<file path="src/rtl/hazard_pkg.sv">
// Shared types and constant control words for the pipeline hazard controller.
package hazard_pkg;

    typedef enum logic [1:0] {
        RUN      = 2'd0,
        MEM_WAIT = 2'd1,
        ERROR    = 2'd2
    } hz_state_t;

    localparam logic [4:0] REG_ZERO = 5'd0;

    typedef struct packed {
        logic pc_en;
        logic ifid_en;
        logic idex_en;
        logic exmem_en;
        logic ifid_flush;
        logic hzrd;
        logic memwb_bubble;
    } hz_ctrl_t;

    localparam hz_ctrl_t HZ_NOMINAL = '{1'b1, 1'b1, 1'b1, 1'b1, 1'b0, 1'b0, 1'b0};
    localparam hz_ctrl_t HZ_FREEZE  = '{1'b0, 1'b0, 1'b0, 1'b0, 1'b0, 1'b0, 1'b1};
    localparam hz_ctrl_t HZ_FLUSH   = '{1'b1, 1'b1, 1'b1, 1'b1, 1'b1, 1'b1, 1'b0};
    localparam hz_ctrl_t HZ_LOADUSE = '{1'b0, 1'b0, 1'b1, 1'b1, 1'b0, 1'b1, 1'b0};
    localparam hz_ctrl_t HZ_RESET   = '{1'b0, 1'b0, 1'b0, 1'b0, 1'b1, 1'b1, 1'b1};

    // Priority among non-memory hazards: a taken branch discards the ID
    // instruction, so any load-use match against it is moot.
    function automatic hz_ctrl_t run_rules(input logic branch, input logic loaduse);
        if (branch)
            return HZ_FLUSH;
        else if (loaduse)
            return HZ_LOADUSE;
        return HZ_NOMINAL;
    endfunction

endpackage

</file>
<file path="src/rtl/hazard_ctrl_sat_counter.sv">
// Saturating up-counter used for the stall and flush event counters.
module sat_counter #(
    parameter int unsigned W = 16
) (
    input  logic         CLK,
    input  logic         RST,
    input  logic         inc,
    output logic [W-1:0] count
);

    always_ff @(posedge CLK or posedge RST) begin
        if (RST)
            count <= '0;
        else if (inc && (count != '1))
            count <= count + W'(1);
    end

endmodule

</file>
<file path="src/rtl/hazard_ctrl.sv">
// Pipeline hazard controller: load-use stalls, branch flushes, data-memory
// wait freezes with a watchdog, and saturating stall/flush counters.
module hazard_ctrl
    import hazard_pkg::*;
#(
    parameter int unsigned MEM_TIMEOUT = 64,
    parameter int unsigned CNT_W       = 16
) (
    input  logic             CLK,
    input  logic             RST,
    input  logic [4:0]       ID_rs1,
    input  logic [4:0]       ID_rs2,
    input  logic             ID_UsesRs2,
    input  logic [4:0]       EX_rd,
    input  logic             EX_MemRead,
    input  logic             EX_BranchTaken,
    input  logic             MEM_Access,
    input  logic             DMEM_ready,
    output logic             PC_en,
    output logic             IFID_en,
    output logic             IDEX_en,
    output logic             EXMEM_en,
    output logic             IFID_flush,
    output logic             HZRDcontrol,
    output logic             MEMWB_bubble,
    output logic             MEM_err,
    output logic [CNT_W-1:0] STALL_CNT,
    output logic [CNT_W-1:0] FLUSH_CNT
);

    localparam int unsigned WAIT_W = $clog2(MEM_TIMEOUT + 1);

    hz_state_t   state, next_state;
    logic [WAIT_W-1:0] wait_cnt, next_wait;
    hz_ctrl_t    ctrl;
    logic        memstall, loaduse;
    logic        stall_inc, flush_inc;

    assign memstall = MEM_Access && !DMEM_ready;
    assign loaduse  = EX_MemRead && (EX_rd != REG_ZERO) &&
                      ((EX_rd == ID_rs1) || (ID_UsesRs2 && (EX_rd == ID_rs2)));

    always_ff @(posedge CLK or posedge RST) begin
        if (RST) begin
            state    <= RUN;
            wait_cnt <= '0;
            MEM_err  <= 1'b0;
        end else begin
            state    <= next_state;
            wait_cnt <= next_wait;
            if (next_state == ERROR)
                MEM_err <= 1'b1;
        end
    end

    always_comb begin
        ctrl       = HZ_NOMINAL;
        next_state = state;
        next_wait  = wait_cnt;
        stall_inc  = 1'b0;
        flush_inc  = 1'b0;
        unique case (state)
            RUN: begin
                if (memstall) begin
                    ctrl       = HZ_FREEZE;
                    stall_inc  = 1'b1;
                    next_state = MEM_WAIT;
                    next_wait  = WAIT_W'(1);
                end else begin
                    ctrl      = run_rules(EX_BranchTaken, loaduse);
                    flush_inc = EX_BranchTaken;
                    stall_inc = !EX_BranchTaken && loaduse;
                end
            end
            MEM_WAIT: begin
                if (!DMEM_ready) begin
                    ctrl      = HZ_FREEZE;
                    stall_inc = 1'b1;
                    if (wait_cnt >= WAIT_W'(MEM_TIMEOUT))
                        next_state = ERROR;
                    else
                        next_wait = wait_cnt + WAIT_W'(1);
                end else begin
                    // Completion cycle: the held EX instruction is re-evaluated.
                    ctrl       = run_rules(EX_BranchTaken, loaduse);
                    flush_inc  = EX_BranchTaken;
                    stall_inc  = !EX_BranchTaken && loaduse;
                    next_state = RUN;
                    next_wait  = '0;
                end
            end
            ERROR: begin
                ctrl = HZ_FREEZE;
            end
            default: begin
                ctrl       = HZ_FREEZE;
                next_state = RUN;
                next_wait  = '0;
            end
        endcase
        if (RST)
            ctrl = HZ_RESET;
    end

    assign PC_en        = ctrl.pc_en;
    assign IFID_en      = ctrl.ifid_en;
    assign IDEX_en      = ctrl.idex_en;
    assign EXMEM_en     = ctrl.exmem_en;
    assign IFID_flush   = ctrl.ifid_flush;
    assign HZRDcontrol  = ctrl.hzrd;
    assign MEMWB_bubble = ctrl.memwb_bubble;

    sat_counter #(.W(CNT_W)) u_stall_cnt (
        .CLK   (CLK),
        .RST   (RST),
        .inc   (stall_inc),
        .count (STALL_CNT)
    );

    sat_counter #(.W(CNT_W)) u_flush_cnt (
        .CLK   (CLK),
        .RST   (RST),
        .inc   (flush_inc),
        .count (FLUSH_CNT)
    );

endmodule

</file>
<file path="config.mk">
export PLATFORM = sky130hd
export DESIGN_NAME = hazard_ctrl
export DESIGN_NICKNAME = d
export VERILOG_FILES = /design/src/rtl/hazard_pkg.sv /design/src/rtl/hazard_ctrl_sat_counter.sv /design/src/rtl/hazard_ctrl.sv
export SDC_FILE = /design/constraint.sdc
export NUM_CORES = 1
export LEC_CHECK = 0
export ABC_CLOCK_PERIOD_IN_PS = 3200
export BUFFER_PORTS_ARGS = -buffer_cell sky130_fd_sc_hd__buf_2
export CELL_PAD_IN_SITES_DETAIL_PLACEMENT = 1
export CELL_PAD_IN_SITES_GLOBAL_PLACEMENT = 1
export CORE_MARGIN = 2
export CORE_UTILIZATION = 25
export CTS_BUF_LIST = sky130_fd_sc_hd__clkbuf_8 sky130_fd_sc_hd__clkbuf_16
export DETAILED_ROUTE_END_ITERATION = 6
export PLACE_DENSITY = 0.65
export SYNTH_ARGS = -nofsm -noshare
export SYNTH_HDL_FRONTEND = slang
export SYNTH_SLANG_ARGS = --single-unit
</file>
<file path="constraint.sdc">
create_clock -name CLK -period 3.2 [get_ports CLK]
set_input_delay 0.96 -clock CLK [delete_from_list [all_inputs] [get_ports CLK]]
set_output_delay 0.96 -clock CLK [all_outputs]
set_load 0.02 [all_outputs]
</file>
After elaboration in Yosys (flattened, before gate mapping)
Index checks and enable logic that the tools add are counted.
{"block": "op_classes", "n_shift": 0, "n_reduce_logical": 13, "add_sub_neg": 3, "n_eq_ne": 9, "bitwise_logic": 1, "mux": 28, "n_mul": 0, "n_div": 0, "order_cmp": 1}
{"cell": "2-to-1 mux 7 bit", "n": 10}
{"cell": "adder 16 x 1 -> 16 bit (second input constant)", "n": 2}
{"cell": "inequality test 16 bit (second input constant)", "n": 2}
{"cell": "one-hot mux 7 bit (3 select lines)", "n": 1}
{"cell": "one-hot mux 7 bit (2 select lines)", "n": 1}
{"cell": "equality test 5 bit", "n": 2}
{"cell": "2-to-1 mux 1 bit", "n": 10}
{"cell": "adder 7 x 1 -> 7 bit (second input constant)", "n": 1}
{"cell": ">= comparator 7 bit (second input constant)", "n": 1}
{"cell": "logical AND 1 bit", "n": 7}
{"cell": "2-to-1 mux 2 bit", "n": 3}
{"cell": "one-hot mux 2 bit (3 select lines)", "n": 1}
{"cell": "nonzero test 5 bit", "n": 1}
{"cell": "equality test 2 bit (second input constant)", "n": 2}
{"cell": "one-hot mux 1 bit (2 select lines)", "n": 2}
{"cell": "inequality test 3 bit (second input constant)", "n": 1}
{"cell": "AND reduction 3 bit", "n": 1}
{"cell": "equality test 2 x 1 -> 1 bit (second input constant)", "n": 1}
{"cell": "logical NOT 1 bit", "n": 2}
{"cell": "logical NOT 2 bit", "n": 1}
{"cell": "inequality test 2 bit (second input constant)", "n": 1}
{"cell": "logical OR 1 bit", "n": 1}
{"cell": "NOT 1 bit", "n": 1}
{"block": "word_totals", "romBits": 0, "latch_bits": 0, "out_inout_bits": 40, "memories": 0, "ff_bits": 42, "inputBits": 22, "elab_cells": 60, "mem_bits_rw": 0}

Longest topological paths before layout
{"block": "logic_depth", "depth_word": 12, "depth_mapped": 9, "mapped_depth_nobuf": 8}

Modules after synthesis
Synthesis repeated with hierarchy kept, for this count alone.
{"block": "hier_totals", "cells_unflattened": 223, "hier_area_um2": 2328.5}
{"module": "sat_counter", "seq_area_each_um2": 400.4, "n_inst": 2, "cells_per_inst": 71, "area_per_inst_um2": 805.8}
{"module": "hazard_ctrl", "seq_area_each_um2": 250.2, "n_inst": 1, "cells_per_inst": 81, "area_per_inst_um2": 716.9}

Worst setup path after synthesis
Ideal clock, no wire load.
{"block": "synth_timing", "kind": "input -> output", "start": "in RST", "end": "out PC_en", "required_ns": 2.240, "t_arrival_ns": 3.065, "path_slack_ns": -0.825, "n_path_buf": 1, "path_stages": 4, "cell_sequence": "inv_1 > nand2_1 > a21oi_1 > buf_4"}
{"block": "synth_via", "elab_chain_cells": 1}
{"item": "from (decl)", "line_no": "hazard_ctrl.sv:10", "source": "input logic RST,"}
{"item": "2-to-1 mux 7 bit", "line_no": "hazard_ctrl.sv:101", "source": "if (RST)"}
{"item": "to (decl)", "line_no": "hazard_ctrl.sv:19", "source": "output logic PC_en,"}
No other way between the ends.

Final worst setup path
{"block": "layout_timing", "start": "in EX_rd[1]", "end": "out IFID_en"}
{"block": "layout_via", "elab_chain_cells": 12, "word_cells_on_any_way": 19, "classes_between": "eq/ne: 2; mux: 12; reduce/logical: 5"}
{"item": "from (decl)", "line_no": "hazard_ctrl.sv:14", "source": "input logic [4:0] EX_rd,"}
{"item": "equality test 5 bit", "line_no": "hazard_ctrl.sv:41", "source": "((EX_rd == ID_rs1) || (ID_UsesRs2 && (EX_rd == ID_rs2)));"}
{"item": "logical AND 1 bit", "line_no": "hazard_ctrl.sv:41"}
{"item": "logical OR 1 bit", "line_no": "hazard_ctrl.sv:41"}
{"item": "logical AND 1 bit (*)", "line_no": "hazard_ctrl.sv:40", "source": "assign loaduse = EX_MemRead && (EX_rd != REG_ZERO) &&"}
{"item": "2-to-1 mux 1 bit (*)", "line_no": "hazard_pkg.sv:33", "source": "else if (loaduse)"}
{"item": "2-to-1 mux 1 bit (*)", "line_no": "hazard_pkg.sv:31", "source": "if (branch)"}
{"item": "2-to-1 mux 1 bit (on tied branches)", "line_no": "hazard_ctrl.sv:76, hazard_ctrl.sv:64"}
{"item": "2-to-1 mux 1 bit", "line_no": "hazard_ctrl.sv:62", "source": "unique case (state)"}
{"item": "2-to-1 mux 7 bit", "line_no": "hazard_pkg.sv:35", "source": "return HZ_NOMINAL;"}
{"item": "2-to-1 mux 7 bit (on tied branches)", "line_no": "hazard_ctrl.sv:76, hazard_ctrl.sv:64"}
{"item": "one-hot mux 7 bit (2 select lines) (*)", "line_no": "hazard_ctrl.sv:62"}
{"item": "2-to-1 mux 7 bit (*)", "line_no": "hazard_ctrl.sv:101"}
{"item": "to (decl)", "line_no": "hazard_ctrl.sv:20", "source": "output logic IFID_en,"}
Mark *: on every way between the ends. The rest lies on a longest branch, timed or not. The select of a mux whose other input is x is not followed.

==> out/results.ini <==
[clock_network]
root_buffer = clkbuf_8
cts_tree = yes
clkSinkCount = 42
insertion_delay_ns = 0.29
clk_pin_slew_worst_paths_ns = 0.07
cts_buffers = 5
holdBufCountCts = 0
cts_max_level = 2
cts_resized = 0
post_cts_buffers = 0
cts_buffer_depth = 2

[logic_synthesis]
yosysUniqueCellTypes = 41
ys.flop_type = dfrtp_1
ys_seq_elements = 42
yosysMostFrequentCell = dfrtp_1
synth_common_cells = dfrtp_1, xnor2_1, nand2_1, o21ai_0, nor2_1
synth_edf_count = 0
synth.avg_cell_area_sq_um = 10.1
synth_area_leaders = dfrtp_1, xnor2_1, nand2_1, nand4_1, o21ai_0
postSynth.asyncResetShare_pct = 100
syn_nets = 243
synth_top_area_cell = dfrtp_1
synth_cells = 218
synth_top_cell_area_share_pct = 47.7
ys_seq_area_share_pct = 47.7
yosys_warnings = 0
synth.cell_area_sq_um = 2200

[setup_path]
critPathCaptureType = output pin
worstPathArrival_ns = 2.17
crit_path_top_delay_cell = or4_1
r2r_setup_slack_ns = 1.20
crit_cells = 6
critPathRequiredTime_ns = 2.24
reg2reg_depth = 6
critPathBufInv = 2
critPathMaxStageDelay_ns = 0.53
cpMostUsedCell = buf_2
crit_family = simple AND/OR/NAND/NOR gates
cp_max_fo = 2
r2r-end = u_flush_cnt.count[15]$_DFFE_PP0P_
cp-start-kind = input pin
critical_path_class = in -> out
cp_cell_sequence = buf_2 -> or4_1 -> o21ai_2 -> nor2_1 -> a21oi_2 -> buf_2
r2r_start = state[0]$_DFF_PP0_

[status]
outcome = completed

[floorplan]
initial_core_util_pct = 25.5
rows = 34
die_w_um = 97.9
coreArea_sq_um = 8640
io_pins = 62
die_y_um = 97.9
die_area_sq_um = 9580

[sta]
finalSetupTns_ns = 0
finClkSkew_ns = 0.00614
slew_headroom_pct = 68.4
drv_slew = 0
hold_viol = 0
rsz0062_at_grt = false
finalCritPeriodShare_pct = 97.7
tightest_slew_ns = 0.469
hold-worst-slack_ns = 0.471
timing.final.setup_violations = 0
period_needed_ns = 3.13
fmax_mhz = 320

[placement]
port_buffers = 61
hpwl_um = 3970
gp_congestion = 0.718
dpl.cell_count = 388

[hold_path]
min_path_type = reg -> reg
min_path_cells = 1
holdCritStartpoint = MEM_err$_DFFE_PP0N_
min_delay_worst_endpoint = MEM_err$_DFFE_PP0N_

[routing]
drc = 0
firstDrtPassIters = 3
drt_iter0_drc = 55
postRouteAntennaNets = 0
avgViaCountPerCell = 4.55
vias = 1798
wl_per_cell_um = 12.8
wl_um = 5040

[layout]
fin_util_pct = 31.7
final_nets = 312
fill_cells = 1028
synthToLayoutAreaGrowth_pct = 24.4
final_cells = 395
drive_above_1_share_pct = 31.7
n_antenna_cell = 0

[global_routing]
grt_pass1_wl_um = 8550
antenna_found_initial = 0
grt.overflow.total = 0
track_usage_pct = 10.8
grt_max_degree = 23
grt_pass1_vias = 1845

[pwr]
leakage_nw = 1.29
vdd_drop_max_uv = 284
pwr_density_cell_nw_per_um2 = 529

[flow_run]
max-cap-violations = 0

routing by layer:
metal | part of all wire [%] | GRT usage [%] | up-vias | wire length (um)
met5 | 0 | 0 | - | 0
met4 | 1.8 | 4.49 | 0 | 91
met3 | 4.4 | 2.29 | 7 | 224
met2 | 49 | 17.8 | 37 | 2460
met1 | 45 | 13.9 | 861 | 2260
li1 | - | - | 893 | -
worst register-to-register path, delay by kind of cell (launching register included):
kind | cells | cell delay (ns)
simple gates | 4 | 1.02
flops | 1 | 0.50
compound gates | 1 | 0.22
xor+xnor | 1 | 0.15
how the worst max path moves through the flow:
| stage | startpoint | endpoint | slack, ns |
|---|---|---|---|
| 2_1_floorplan | RST | IDEX_en | 0.02 |
| 3_3_place_gp | EX_rd[1] | IFID_en | 0.05 |
| 3_5_place_dp | EX_rd[1] | IFID_en | 0.04 |
| 4_1_cts | EX_rd[1] | IFID_en | 0.05 |
| 5_1_grt | EX_rd[1] | IFID_en | 0.003 |
| 6_report | EX_rd[1] | IFID_en | 0.07 |
registers in the layout, indices dropped and copies added (netlist names):
name and cells:
u_flush_cnt.count 16, state 2, MEM_err 1, u_stall_cnt.count 16
wait_cnt 7
report_power, final:
part,leakage [nW],switching (mW),total (mW),internal [mW]
registers,0.557,0.112,0.721,0.609
clock network,0.0438,0.178,0.325,0.147
logic,0.691,0.240,0.404,0.164
cell families (layout without fill, tap and decap cells):
| group | Yosys count | count (layout) | share of synthesized area, % |
|---|---|---|---|
| AOI/OAI and AO/OA | 28 | 28 | 8.35 |
| xor gates and xnor gates | 39 | 39 | 15.5 |
| adders and majority gates | 3 | 3 | 1.70 |
| buffers and inverters | 10 | 79 | 2.73 |
| DFF | 42 | 42 | 47.7 |
| muxes | 2 | 2 | 0.965 |
| and+or+nand+nor | 94 | 94 | 23.1 |
layout by cell type, fill, tap and decap left out, types with 2 or more instances in the layout:
| cell type | instances |
|---|---|
| buf_2 | 61 |
| dfrtp_1 | 42 |
| xnor2_1 | 33 |
| nand2_1 | 31 |
| o21ai_0 | 14 |
| nor2_1 | 13 |
| nand4_1 | 12 |
| nand3_1 | 11 |
| and3_1 | 7 |
| xor2_1 | 6 |
| buf_4 | 6 |
| a21oi_1 | 5 |
| clkbuf_8 | 5 |
| inv_1 | 4 |
| nor3_1 | 3 |
| ha_1 | 3 |
| nor2b_1 | 2 |
| a21oi_2 | 2 |
| clkinv_2 | 2 |
final cells by class:
class / instances / area, sq um / area share (%)
multi-input combinational: 166 / 1100 / 40.3
sequential: 42 / 1050 / 38.3
timing repair buffer: 67 / 350 / 12.8
tap: 108 / 135 / 4.93
clock buffer: 5 / 68.8 / 2.51
inverter: 5 / 22.5 / 0.822
clock inverter: 2 / 10.0 / 0.365
metrics by stage:
step / area (sq um) / setup slack, ns / power (mW)
global placement: 2660 / 0.0466 / 1.13
global route: 2740 / 0.00325 / 1.54
detailed placement: 2660 / 0.0418 / 1.14
floorplan: 2220 / 0.0155 / 0.983
CTS: 2740 / 0.0457 / 1.48
finish: 2740 / 0.0744 / 1.45
No activity file was read; power rests on OpenSTA's default activity.
